<file path="src/rtl/dsp_mac_pipe_if.sv">
// Beat/result bus between the sample source and the MAC pipe.
// The master drives beats and observes frame results; the slave is the MAC.
interface dsp_mac_pipe_if #(
  parameter int WIDTH     = 16,
  parameter int OUT_WIDTH = 16
);
  logic                        in_valid;
  logic signed [WIDTH-1:0]     in_a;
  logic signed [WIDTH-1:0]     in_b;
  logic                        in_first;
  logic                        in_last;
  logic                        out_valid;
  logic signed [OUT_WIDTH-1:0] out_data;
  logic                        out_sat;
  logic                        out_ovf;

  modport master (
    output in_valid, in_a, in_b, in_first, in_last,
    input  out_valid, out_data, out_sat, out_ovf
  );

  modport slave (
    input  in_valid, in_a, in_b, in_first, in_last,
    output out_valid, out_data, out_sat, out_ovf
  );
endinterface

</file>
<file path="src/rtl/dsp_mac_pipe.sv">
// Pipelined signed multiply-accumulate: one beat per clock, one rounded and
// saturated dot-product result per first/last framed block of beats.
// Latency from a beat to its effect on the output is PIPE+2 clocks.
module dsp_mac_pipe #(
  parameter int WIDTH     = 16,
  parameter int ACC_WIDTH = 40,
  parameter int PIPE      = 2,
  parameter int SHIFT     = 15,
  parameter int OUT_WIDTH = 16
) (
  input  logic           clock,
  input  logic           reset,
  dsp_mac_pipe_if.slave  mac
);

  localparam int PW      = 2 * WIDTH;
  localparam int AW1     = ACC_WIDTH + 1;
  localparam int RND_BIT = (SHIFT > 0) ? SHIFT - 1 : 0;
  localparam logic RND_EN = (SHIFT > 0);
  localparam logic signed [ACC_WIDTH:0] OUT_MAX =
    {{(ACC_WIDTH + 2 - OUT_WIDTH){1'b0}}, {(OUT_WIDTH - 1){1'b1}}};
  localparam logic signed [ACC_WIDTH:0] OUT_MIN =
    {{(ACC_WIDTH + 2 - OUT_WIDTH){1'b1}}, {(OUT_WIDTH - 1){1'b0}}};

  // Round half up and arithmetic shift, one bit wider so the add cannot wrap.
  function automatic logic signed [ACC_WIDTH:0] round_shift(
    input logic signed [ACC_WIDTH-1:0] acc
  );
    logic signed [ACC_WIDTH:0] ext;
    logic signed [ACC_WIDTH:0] rnd;
    ext          = AW1'(acc);
    rnd          = '0;
    rnd[RND_BIT] = RND_EN;
    return (ext + rnd) >>> SHIFT;
  endfunction

  // Clamp to the signed output range; returns {clamped, value}.
  function automatic logic [OUT_WIDTH:0] saturate(
    input logic signed [ACC_WIDTH:0] r
  );
    if (r > OUT_MAX)      return {1'b1, OUT_MAX[OUT_WIDTH-1:0]};
    else if (r < OUT_MIN) return {1'b1, OUT_MIN[OUT_WIDTH-1:0]};
    else                  return {1'b0, r[OUT_WIDTH-1:0]};
  endfunction

  logic                    vld_p0_q;
  logic                    first_p0_q;
  logic                    last_p0_q;
  logic signed [WIDTH-1:0] a_p0_q;
  logic signed [WIDTH-1:0] b_p0_q;

  logic signed [PW-1:0]    prod_p1_q [PIPE];
  logic [PIPE-1:0]         vld_p1_q;
  logic [PIPE-1:0]         first_p1_q;
  logic [PIPE-1:0]         last_p1_q;

  logic signed [ACC_WIDTH-1:0] p_ext;
  logic signed [ACC_WIDTH-1:0] sum;
  logic signed [ACC_WIDTH-1:0] acc_d;
  logic signed [ACC_WIDTH-1:0] acc_q;
  logic                        wrap_d;
  logic                        wrap_q;
  logic                        fire_d;
  logic                        fire_q;

  logic [OUT_WIDTH:0]          sat_pack;
  logic                        out_valid_q;
  logic signed [OUT_WIDTH-1:0] out_data_q;
  logic                        out_sat_q;
  logic                        out_ovf_q;

  // ---- stage p0: input capture ----
  // Beat qualifier; cleared by reset so inputs are ignored while reset is high.
  always_ff @(posedge clock) begin
    if (reset) vld_p0_q <= 1'b0;
    else       vld_p0_q <= mac.in_valid;
  end

  // Operand and framing capture, meaningful only alongside vld_p0_q.
  always_ff @(posedge clock) begin
    first_p0_q <= mac.in_first;
    last_p0_q  <= mac.in_last;
    a_p0_q     <= mac.in_a;
    b_p0_q     <= mac.in_b;
  end

  // ---- stage p1: PIPE product registers ----
  // Valid shift chain for the product pipeline; reset discards beats in flight.
  always_ff @(posedge clock) begin
    if (reset) begin
      vld_p1_q <= '0;
    end else begin
      vld_p1_q[0] <= vld_p0_q;
      for (int i = 1; i < PIPE; i++) vld_p1_q[i] <= vld_p1_q[i-1];
    end
  end

  // Full-width product and its framing markers travel together.
  always_ff @(posedge clock) begin
    prod_p1_q[0]  <= a_p0_q * b_p0_q;
    first_p1_q[0] <= first_p0_q;
    last_p1_q[0]  <= last_p0_q;
    for (int i = 1; i < PIPE; i++) begin
      prod_p1_q[i]  <= prod_p1_q[i-1];
      first_p1_q[i] <= first_p1_q[i-1];
      last_p1_q[i]  <= last_p1_q[i-1];
    end
  end

  // ---- stage p2: accumulate ----
  // Next accumulator and sticky wrap flag; a same-sign add whose sum flips sign wrapped.
  always_comb begin
    p_ext  = ACC_WIDTH'(prod_p1_q[PIPE-1]);
    sum    = acc_q + p_ext;
    acc_d  = acc_q;
    wrap_d = wrap_q;
    fire_d = vld_p1_q[PIPE-1] & last_p1_q[PIPE-1];
    if (vld_p1_q[PIPE-1]) begin
      if (first_p1_q[PIPE-1]) begin
        acc_d  = p_ext;
        wrap_d = 1'b0;
      end else begin
        acc_d = sum;
        if ((acc_q[ACC_WIDTH-1] == p_ext[ACC_WIDTH-1]) &&
            (sum[ACC_WIDTH-1] != acc_q[ACC_WIDTH-1]))
          wrap_d = 1'b1;
      end
    end
  end

  // Accumulator state; acc starts at zero so beats before any first add onto 0.
  always_ff @(posedge clock) begin
    if (reset) begin
      acc_q  <= '0;
      wrap_q <= 1'b0;
      fire_q <= 1'b0;
    end else begin
      acc_q  <= acc_d;
      wrap_q <= wrap_d;
      fire_q <= fire_d;
    end
  end

  // ---- stage p3: round, shift, saturate ----
  // acc_q already includes the frame's last beat when fire_q is set.
  always_comb begin
    sat_pack = saturate(round_shift(acc_q));
  end

  // Result registers pulse valid for one cycle and otherwise hold the last result.
  always_ff @(posedge clock) begin
    if (reset) begin
      out_valid_q <= 1'b0;
      out_data_q  <= '0;
      out_sat_q   <= 1'b0;
      out_ovf_q   <= 1'b0;
    end else begin
      out_valid_q <= fire_q;
      if (fire_q) begin
        out_data_q <= sat_pack[OUT_WIDTH-1:0];
        out_sat_q  <= sat_pack[OUT_WIDTH];
        out_ovf_q  <= wrap_q;
      end
    end
  end

  assign mac.out_valid = out_valid_q;
  assign mac.out_data  = out_data_q;
  assign mac.out_sat   = out_sat_q;
  assign mac.out_ovf   = out_ovf_q;

endmodule

</file>
<file path="src/flat_wrapper.sv">
// flat-port wrapper written by rule: the top's interface ports become plain ports
module dsp_mac_pipe_flat 
#(
  parameter int WIDTH     = 16,
  parameter int ACC_WIDTH = 40,
  parameter int PIPE      = 2,
  parameter int SHIFT     = 15,
  parameter int OUT_WIDTH = 16
)
  (clock, reset, mac_in_valid, mac_in_a, mac_in_b, mac_in_first, mac_in_last, mac_out_valid, mac_out_data, mac_out_sat, mac_out_ovf);
  dsp_mac_pipe_if #(.WIDTH(WIDTH), .OUT_WIDTH(OUT_WIDTH)) mac_i ();
  input  logic clock;
  input  logic reset;
  input wire logic [$bits(mac_i.in_valid)-1:0] mac_in_valid;
  input wire logic [$bits(mac_i.in_a)-1:0] mac_in_a;
  input wire logic [$bits(mac_i.in_b)-1:0] mac_in_b;
  input wire logic [$bits(mac_i.in_first)-1:0] mac_in_first;
  input wire logic [$bits(mac_i.in_last)-1:0] mac_in_last;
  output wire logic [$bits(mac_i.out_valid)-1:0] mac_out_valid;
  output wire logic [$bits(mac_i.out_data)-1:0] mac_out_data;
  output wire logic [$bits(mac_i.out_sat)-1:0] mac_out_sat;
  output wire logic [$bits(mac_i.out_ovf)-1:0] mac_out_ovf;
  assign mac_i.in_valid = mac_in_valid;
  assign mac_i.in_a = mac_in_a;
  assign mac_i.in_b = mac_in_b;
  assign mac_i.in_first = mac_in_first;
  assign mac_i.in_last = mac_in_last;
  assign mac_out_valid = mac_i.out_valid;
  assign mac_out_data = mac_i.out_data;
  assign mac_out_sat = mac_i.out_sat;
  assign mac_out_ovf = mac_i.out_ovf;
  dsp_mac_pipe #(.WIDTH(WIDTH), .ACC_WIDTH(ACC_WIDTH), .PIPE(PIPE), .SHIFT(SHIFT), .OUT_WIDTH(OUT_WIDTH)) u_core (.clock(clock), .reset(reset), .mac(mac_i));
endmodule
</file>
<file path="config.mk">
export PLATFORM = sky130hd
export DESIGN_NAME = dsp_mac_pipe_flat
export DESIGN_NICKNAME = d
export VERILOG_FILES = /design/src/rtl/dsp_mac_pipe_if.sv /design/src/rtl/dsp_mac_pipe.sv /design/src/flat_wrapper.sv
export SDC_FILE = /design/constraint.sdc
export NUM_CORES = 1
export LEC_CHECK = 0
export ABC_AREA = 1
export CORE_ASPECT_RATIO = 0.9
export CORE_MARGIN = 2
export CORE_UTILIZATION = 64
export CTS_CLUSTER_SIZE = 25
export DETAILED_ROUTE_END_ITERATION = 7
export GPL_ROUTABILITY_DRIVEN = 0
export PLACE_DENSITY = 0.82
export SETUP_SLACK_MARGIN = 0.4
export SLEW_MARGIN = 20
export SYNTH_ARGS = -nofsm -noshare
export SYNTH_HDL_FRONTEND = slang
export SYNTH_SLANG_ARGS = --single-unit
</file>
<file path="constraint.sdc">
create_clock -name clock -period 8.4 [get_ports clock]
set_clock_uncertainty 0.2 [all_clocks]
set_input_delay 2.1 -clock clock [delete_from_list [all_inputs] [get_ports clock]]
set_output_delay 2.1 -clock clock [all_outputs]
set_load 0.01 [all_outputs]
</file>
==> qor.yml, run 1 <==
synthesis.nets: 2934
async_reset_ff_share_pct: 0
synth_fa_ha_area_share_pct: 36.6
cts.repair.resized: 0
synth_compound_area_share_pct: 8.14
syn_area_sq_mm: 0.0186
holdBufCountCts: 0
seq_area_frac_synth_pct: 17.9
fmax_mhz: 149
dp_cells: 2858
startpoint_type: "flop"
wl_per_cell_microns: 16.3
critPathRequiredTime_ps: 8530
via_per_inst: 5.50
vias: 15900
setup_viol: 0
first_global_vias: 16200
coreArea_sq_mm: 0.0287
grt_overflow_total: 0
hp-class: "flop to flop"
syn_inst: 2512
synth_top_cells_by_count: "nand2_1, inv_1, fa_1"
final_cells: 2890
endpoint: "u_core.prod_p1_q[0][26]"
worst_pin_slew_ps: 878
path_class: "flop to flop"
first_iter_violations: 1391
postSynthAreaPerCell_sq_um: 7.39
regToRegSetupSlack_ps: 1690
syn_to_final_growth_pct: 7.16
synth_top_family_by_area: "adder cells"
critPathMaxFanout: 16
fp.dieArea_sq_mm: 0.0304
yosysWarnings: 0
synthSimpleGateAreaFrac_pct: 21.1
status: "finished, final reports clean"
r2r_cells: 20
pin_count: 56
clock-sinks: 166
rsz0062_at_grt: "no"
synth_edf_count: 0
synth_most_common_cell: "nand2_1"
start_util_pct: 64.6
fp.dieW_microns: 184
maxCapViolCount: 0
cts-root-buf: "clkbuf_16"
ys_ff_latch: 166
maxSlewViolCount: 0
synthMuxAreaShare_pct: 0
wl_mm: 47.0
htreeDepth: 4
cts_tree: "done"
clock_path_buffers: 2
numCtsBuffers: 17
end_kind: "flop"
critPathLaunch: "u_core.a_p0_q[15]"
grt_use_total_pct: 32.5
synthXorXnorAreaFrac_pct: 2.68
n_antenna_cell: 0
fin_crit_sh_pct: 79.9
relSlewSlack_pct: 41.4
ys_types: 44
drive_gt1_share_pct: 3.17
final_hold_viol_count: 0
io_buffers: 55
rr_endpoint: "u_core.prod_p1_q[0][26]"
r2r-start: "u_core.a_p0_q[15]"
grt_max_degree: 57
synth_top_area_share_pct: 28.4
dp.final_hpwl_mm: 37.0
rows: 59
ys_top_cells_by_area: "fa_1, dfxtp_1, nand2_1, inv_1, ha_1"
ant_nets: 0
tns_ps: 0
clkLatencyLatePin_ps: 450
clkTransAtPathRegs_ps: 90
drtPass1Iterations: 5
drc: 0
post-synth-top-area-cell: "fa_1"
cts_setup_buffers: 0
grt_pass1_wl_mm: 77.8
antenna_found_initial: 0
post-route-min-period_ps: 6710
die_y_microns: 166
finalNetCount: 2933
cp_data_arrival_time_ps: 6840
synthFlopType: "dfxtp_1"
layer usage:
metal  routed length (microns)  GRT usage, %  up-vias
met2                     21800          55.4      782
li1                          -             -     7495
met3                      4060          5.35      170
met1                     19000          40.8     7436
met4                      2160          15.3        0
met5                         0             0        -
through the flow:
stage / instance area, sq um / setup slack [ps] / hold WS (ps) / util (%)
after floorplan: 18600 / 2280 / 110 / -
after global placement: 19300 / 1980 / 110 / 67.2
after detailed placement: 19300 / 1830 / 112 / 67.2
after CTS: 19900 / 1730 / 125 / 69.3
after global routing: 19900 / 1260 / 121 / 69.3
final: 19900 / 1690 / 121 / 69.3
logic make-up after synthesis:
logic type      Yosys count
xor+xnor                 56
buf+inv                 666
flops                   166
compound gates          271
fa+ha+maj               385
simple gates            968
critical path, stage by stage, from the launching register on:
cell	delay, ps
dfxtp_1	740
nand2_1	230
fa_1	610
inv_1	80
fa_1	900
inv_1	190
fa_1	590
inv_1	60
fa_1	460
fa_1	550
inv_1	60
fa_1	520
inv_1	40
ha_1	350
a21oi_1	220
o21ai_0	160
nor2_1	140
nand3_1	140
nand3_1	120
nand2_1	80
xor2_1	150
worst min path at each step:
| stage | startpoint | endpoint | cells after the start |
|---|---|---|---|
| 3_3_place_gp | u_core.prod_p1_q[0][21] | u_core.prod_p1_q[0][53] | 0 |
| 3_5_place_dp | u_core.prod_p1_q[0][5] | u_core.prod_p1_q[0][37] | 0 |
| 2_1_floorplan | u_core.first_p0_q | u_core.first_p1_q[0] | 0 |
| 4_1_cts | u_core.prod_p1_q[0][16] | u_core.prod_p1_q[0][48] | 0 |
| 6_report | u_core.prod_p1_q[0][16] | u_core.prod_p1_q[0][48] | 0 |
| 5_1_grt | u_core.prod_p1_q[0][16] | u_core.prod_p1_q[0][48] | 0 |
final cells by class:
type | count | area (sq um)
Clock inverter | 14 | 163
Tap cell | 366 | 458
Inverter | 584 | 2190
Timing Repair Buffer | 62 | 603
Clock buffer | 18 | 439
Sequential cell | 166 | 3320
Fill cell | 2277 | 8820
Multi-Input combinational cell | 1680 | 12700
flip-flops by register name, summed over array words and instances (netlist names), 2 cells and up:
| signal | flops |
|---|---|
| u_core.last_p1_q | 2 |
| u_core.b_p0_q | 16 |
| u_core.mac.out_data | 16 |
| u_core.prod_p1_q | 64 |
| u_core.first_p1_q | 2 |
| u_core.a_p0_q | 16 |
| u_core.acc_q | 40 |
| u_core.vld_p1_q | 2 |
cells in the final DEF, fill, tap and decap left out, drive strengths merged:
| cell type | count |
|---|---|
| buf | 7 |
| inv | 590 |
| xnor2 | 23 |
| o21a | 2 |
| nor3 | 11 |
| or2 | 7 |
| nor4 | 2 |
| ha | 122 |
| o221ai | 2 |
| xor2 | 33 |
| a31oi | 6 |
| nor2 | 202 |
| clkinv | 4 |
| o211ai | 7 |
| clkbuf | 18 |
| o21ai | 93 |
| a221oi | 1 |
| o221a | 1 |
| nand4 | 16 |
| clkinvlp | 3 |
| bufinv | 1 |
| clkdlybuf4s50 | 55 |
| dfxtp | 166 |
| nor3b | 1 |
| and3 | 1 |
| a21boi | 2 |
| a21o | 12 |
| fa | 263 |
| a21oi | 136 |
| o21bai | 7 |
| and2 | 4 |
| nand2 | 628 |
| a31o | 1 |
| nand3 | 96 |
| a211oi | 1 |
Power of run 1 is left out: the tool's default activity adds up to more than one toggle a clock period on the data nets, which glitch-free logic cannot reach.
==> run 2, diff against run 1 <==
clock period = 6.55 ns   (was 8.4 ns; I/O delays follow)
==> run 2 against run 1 <==
The flow now finishes with violations (DRC). Flip-flop and latch count did not move. Worst setup slack got worse by 1200 ps. Critical path depth rose by 1. Via count rose by 2.7%. Critical endpoint is now u_core.prod_p1_q[0][30].
==> qor.yml, run 2 (synthesis gave the netlist of run 1 again) <==
finalNetCount: 2965
fin_crit_sh_pct: 92.4
grt_use_total_pct: 33.0
dp.final_hpwl_mm: 37.9
syn_to_final_growth_pct: 8.92
wl_mm: 48.1
clkLatencyLatePin_ps: 460
ant_nets: 0
cp_data_arrival_time_ps: 6190
fp.dieArea_sq_mm: 0.0304
drc: 4
maxCapViolCount: 0
startpoint_type: "flop"
status: "finished, violations left"
grt_max_degree: 57
fp.dieW_microns: 184
vias: 16300
path_class: "flop to flop"
maxSlewViolCount: 0
setup_viol: 0
antenna_found_initial: 0
fmax_mhz: 165
final_hold_viol_count: 0
cts_tree: "done"
via_per_inst: 5.58
pin_count: 56
clock_path_buffers: 2
grt_overflow_total: 0
first_global_vias: 16400
wl_per_cell_microns: 16.5
n_antenna_cell: 0
violations: "DRC"
htreeDepth: 4
cts-root-buf: "clkbuf_16"
coreArea_sq_mm: 0.0287
regMostFlops: "u_core.prod_p1_q"
n_fill_cell: 2207
seq_area_sq_mm: 0.00337
critPathMaxFanout: 8
grt_pass1_wl_mm: 79.1
rows: 59
end_kind: "flop"
io_buffers: 55
rsz0062_at_grt: "yes"
hp-class: "flop to flop"
numCtsBuffers: 17
tns_ps: 0
clock-sinks: 166
largest_reg_flops: 64
start_util_pct: 64.6
worst_pin_slew_ps: 919
drive_gt1_share_pct: 5.79
clkTransAtPathRegs_ps: 90
critPathRequiredTime_ps: 6690
final_cell_mix: "nand2_1, inv_1, fa_1, nor2_1, dfxtp_1"
drtPass1Iterations: 8
first_iter_violations: 1659
multi_input_area_sq_mm: 0.0128
holdBufCountCts: 0
largest_registers: "u_core.prod_p1_q x64, u_core.acc_q x40"
relSlewSlack_pct: 38.7
post-route-min-period_ps: 6050
die_y_microns: 166
final_common_cell: "nand2_1"
run 2: cell type report:
cell class                 count  area share [%]
clock buffer                  18            2.17
clock inverter                14           0.774
inverter                     584            10.9
multi-input combinational   1680            63.1
sequential                   166            16.7
tap                          366            2.26
timing repair buffer          94            4.17
run 2: metal layers:
layer	vias up	share of wire, %	global-route usage [%]
met1	7664	40	43.1
met5	-	0	0
met3	214	9.6	4.85
li1	7563	-	-
met2	875	46	55.4
met4	0	4.9	13.7
run 2: path summary, 6_finish.rpt:
path / from / to / slack [ps] / cells past startpoint
hold reg to reg: u_core.prod_p1_q[0][21] / u_core.prod_p1_q[0][53] / 130 / 0
setup / recovery: u_core.b_p0_q[15] / u_core.prod_p1_q[0][30] / 500 / 21
hold / removal: u_core.prod_p1_q[0][21] / u_core.prod_p1_q[0][53] / 130 / 0
setup reg to reg: u_core.b_p0_q[15] / u_core.prod_p1_q[0][30] / 500 / 21
run 2: through the flow:
stage | instances | instance area, sq um | setup slack (ps) | util (%) | hold slack, ps
detailed placement | 2884 | 19500 | 266 | 67.9 | 112
global placement | 2884 | 19500 | 517 | 67.9 | 113
floorplan | 2512 | 18600 | 427 | - | 110
CTS | 2916 | 20100 | 405 | 70.0 | 124
finish | 2922 | 20200 | 498 | 70.4 | 125
global route | 2922 | 20200 | 303 | 70.4 | 126
run 2: repair_timing:
action                     in CTS  in global routing
resized for setup               7                 37
setup endpoints to repair       6                 11
pin swaps                       0                  4
buffers inserted                0                  6
run 2: worst max-delay path, stage by stage, from the launching register on:
cell and delay [ps]:
dfxtp_1 360, clkinvlp_4 100, buf_4 170, or2_2 300, fa_1 540, inv_1 50
fa_1 490, inv_1 50, fa_1 530, inv_1 60, fa_1 500, fa_1 540
inv_1 50, fa_1 520, inv_1 40, ha_1 350, nand2_1 160, nor3_2 220
nor3b_1 360, nand3_1 160, nand3_1 110, nand2_1 60
Power of run 2 is left out for the same reason.
==> RTL edit (flow settings as in run 2) <==
`ACC_WIDTH` is set to 40 in 2 places; all go to 60.
--- a/src/rtl/dsp_mac_pipe.sv
+++ b/src/rtl/dsp_mac_pipe.sv
@@ -3,7 +3,7 @@
 // Latency from a beat to its effect on the output is PIPE+2 clocks.
 module dsp_mac_pipe #(
   parameter int WIDTH     = 16,
-  parameter int ACC_WIDTH = 40,
+  parameter int ACC_WIDTH = 60,
   parameter int PIPE      = 2,
   parameter int SHIFT     = 15,
   parameter int OUT_WIDTH = 16
--- a/src/flat_wrapper.sv
+++ b/src/flat_wrapper.sv
@@ -2,7 +2,7 @@
 module dsp_mac_pipe_flat 
 #(
   parameter int WIDTH     = 16,
-  parameter int ACC_WIDTH = 40,
+  parameter int ACC_WIDTH = 60,
   parameter int PIPE      = 2,
   parameter int SHIFT     = 15,
   parameter int OUT_WIDTH = 16
Check against the original RTL: no difference found for any inputs over 4 cycles, from zero or initial values and one cycle with reset high; that may be too few to reach the edited logic, so the function may still have changed.
==> RTL edit against run 2 <==
  * Global-route usage up 2.3 points
  * Routed wire length rose by 23%
  * Sequential cell count is 20 higher
  * Setup slack improved by 0.15 ns
  * Cell area up 15%
  * Synthesized area up 16%
  * Critical path type unchanged
  * Critical endpoint is now u_core.prod_p1_q[0][31]
==> RTL edit: results <==
[routing]
drtIter0Drc = 2105
via_count = 20200
wl_met3_um = 5650
wl_per_cell_um = 16.7
wl_met1_um = 23000

[synthesis]
synth-seq-cells = 186
netlist_instances = 3098
ys_top_cells_by_count = "nand2_1 (755), inv_1 (670), nor2_1 (301)"
synth-seq-area-share_pct = 17.3
synth_fp_nets = 3540
synthTopCellsByArea = "fa_1 (24%), dfxtp_1 (17%), nand2_1 (13%)"
synth_cell_type_count = 41

[layout]
n_clock_buffer = 19
post_route_cells_drive_above_1_share_pct = 4.96
seq_share_pct = 16.2
buf_share_pct = 3.49
nets = 3556
design_area_um2 = 23300
buffers = 90
clk_share_pct = 2.54
multiInputGateArea_um2 = 15000
top_regs = "u_core.prod_p1_q: 64 flops, u_core.acc_q: 60 flops"
nFillCells = 2668
inv_count = 678
multi_input_cells = 2141

[status]
status = "complete, no violations"

[grt]
grtUsageMet1_pct = 43.8
track_usage_pct = 35.2
grt_max_degree = 63
grt_pass1_wl_um = 97700
met3_usage_pct = 7.18

[worst_hold_path]
min_delay_path_depth = 0
whs_endpoint = "u_core.prod_p1_q[0][35]"

[setup_path]
critPathMaxFanout = 6
crit_end = "u_core.prod_p1_q[0][31]"

[clocking]
cts_setup_buffers = 5
cts_resized = 12

[timing]
worst_pin_slew_ns = 0.775
hold_slack_ns = 0.123
fin_crit_sh_pct = 90.2

[placed_design]
dpl_worst_slack_ns = 0.271
hpwl_um = 47400
-- RTL edit: changes by cell type in the layout (fill, tap and decap cells not counted), moves of 7 or more --
cell and change:
dfxtp_1 +17, nand3_1 +39, a21oi_1 +73, xor2_1 +7, nand2_1 +131, ha_1 +17, nor2_1 +108, inv_1 +87
nand4_1 +13, o21ai_0 +59
-- RTL edit: worst max-delay path: cells and delay by family, from the launching register on --
family                   cells  cell delay [ns]
AO/OA/AOI/OAI                3             0.57
XOR/XNOR                     1             0.15
adder cells (fa/ha/maj)      7             3.46
buffers and inverters        4             0.48
flip-flops                   1             0.36
AND/OR/NAND/NOR              6             0.57
-- RTL edit: cell families (layout without fill, tap and decap cells) --
family                   count (synthesis)  count (layout)  share of synthesized area (%)
buffers and inverters                  771             800                           13.5
AND/OR/NAND/NOR                       1263            1263                           23.7
XOR/XNOR                                66              66                           2.69
flip-flops                             186             186                           17.3
AO/OA/AOI/OAI                          407             407                           10.1
adder cells (fa/ha/maj)                405             405                           32.7
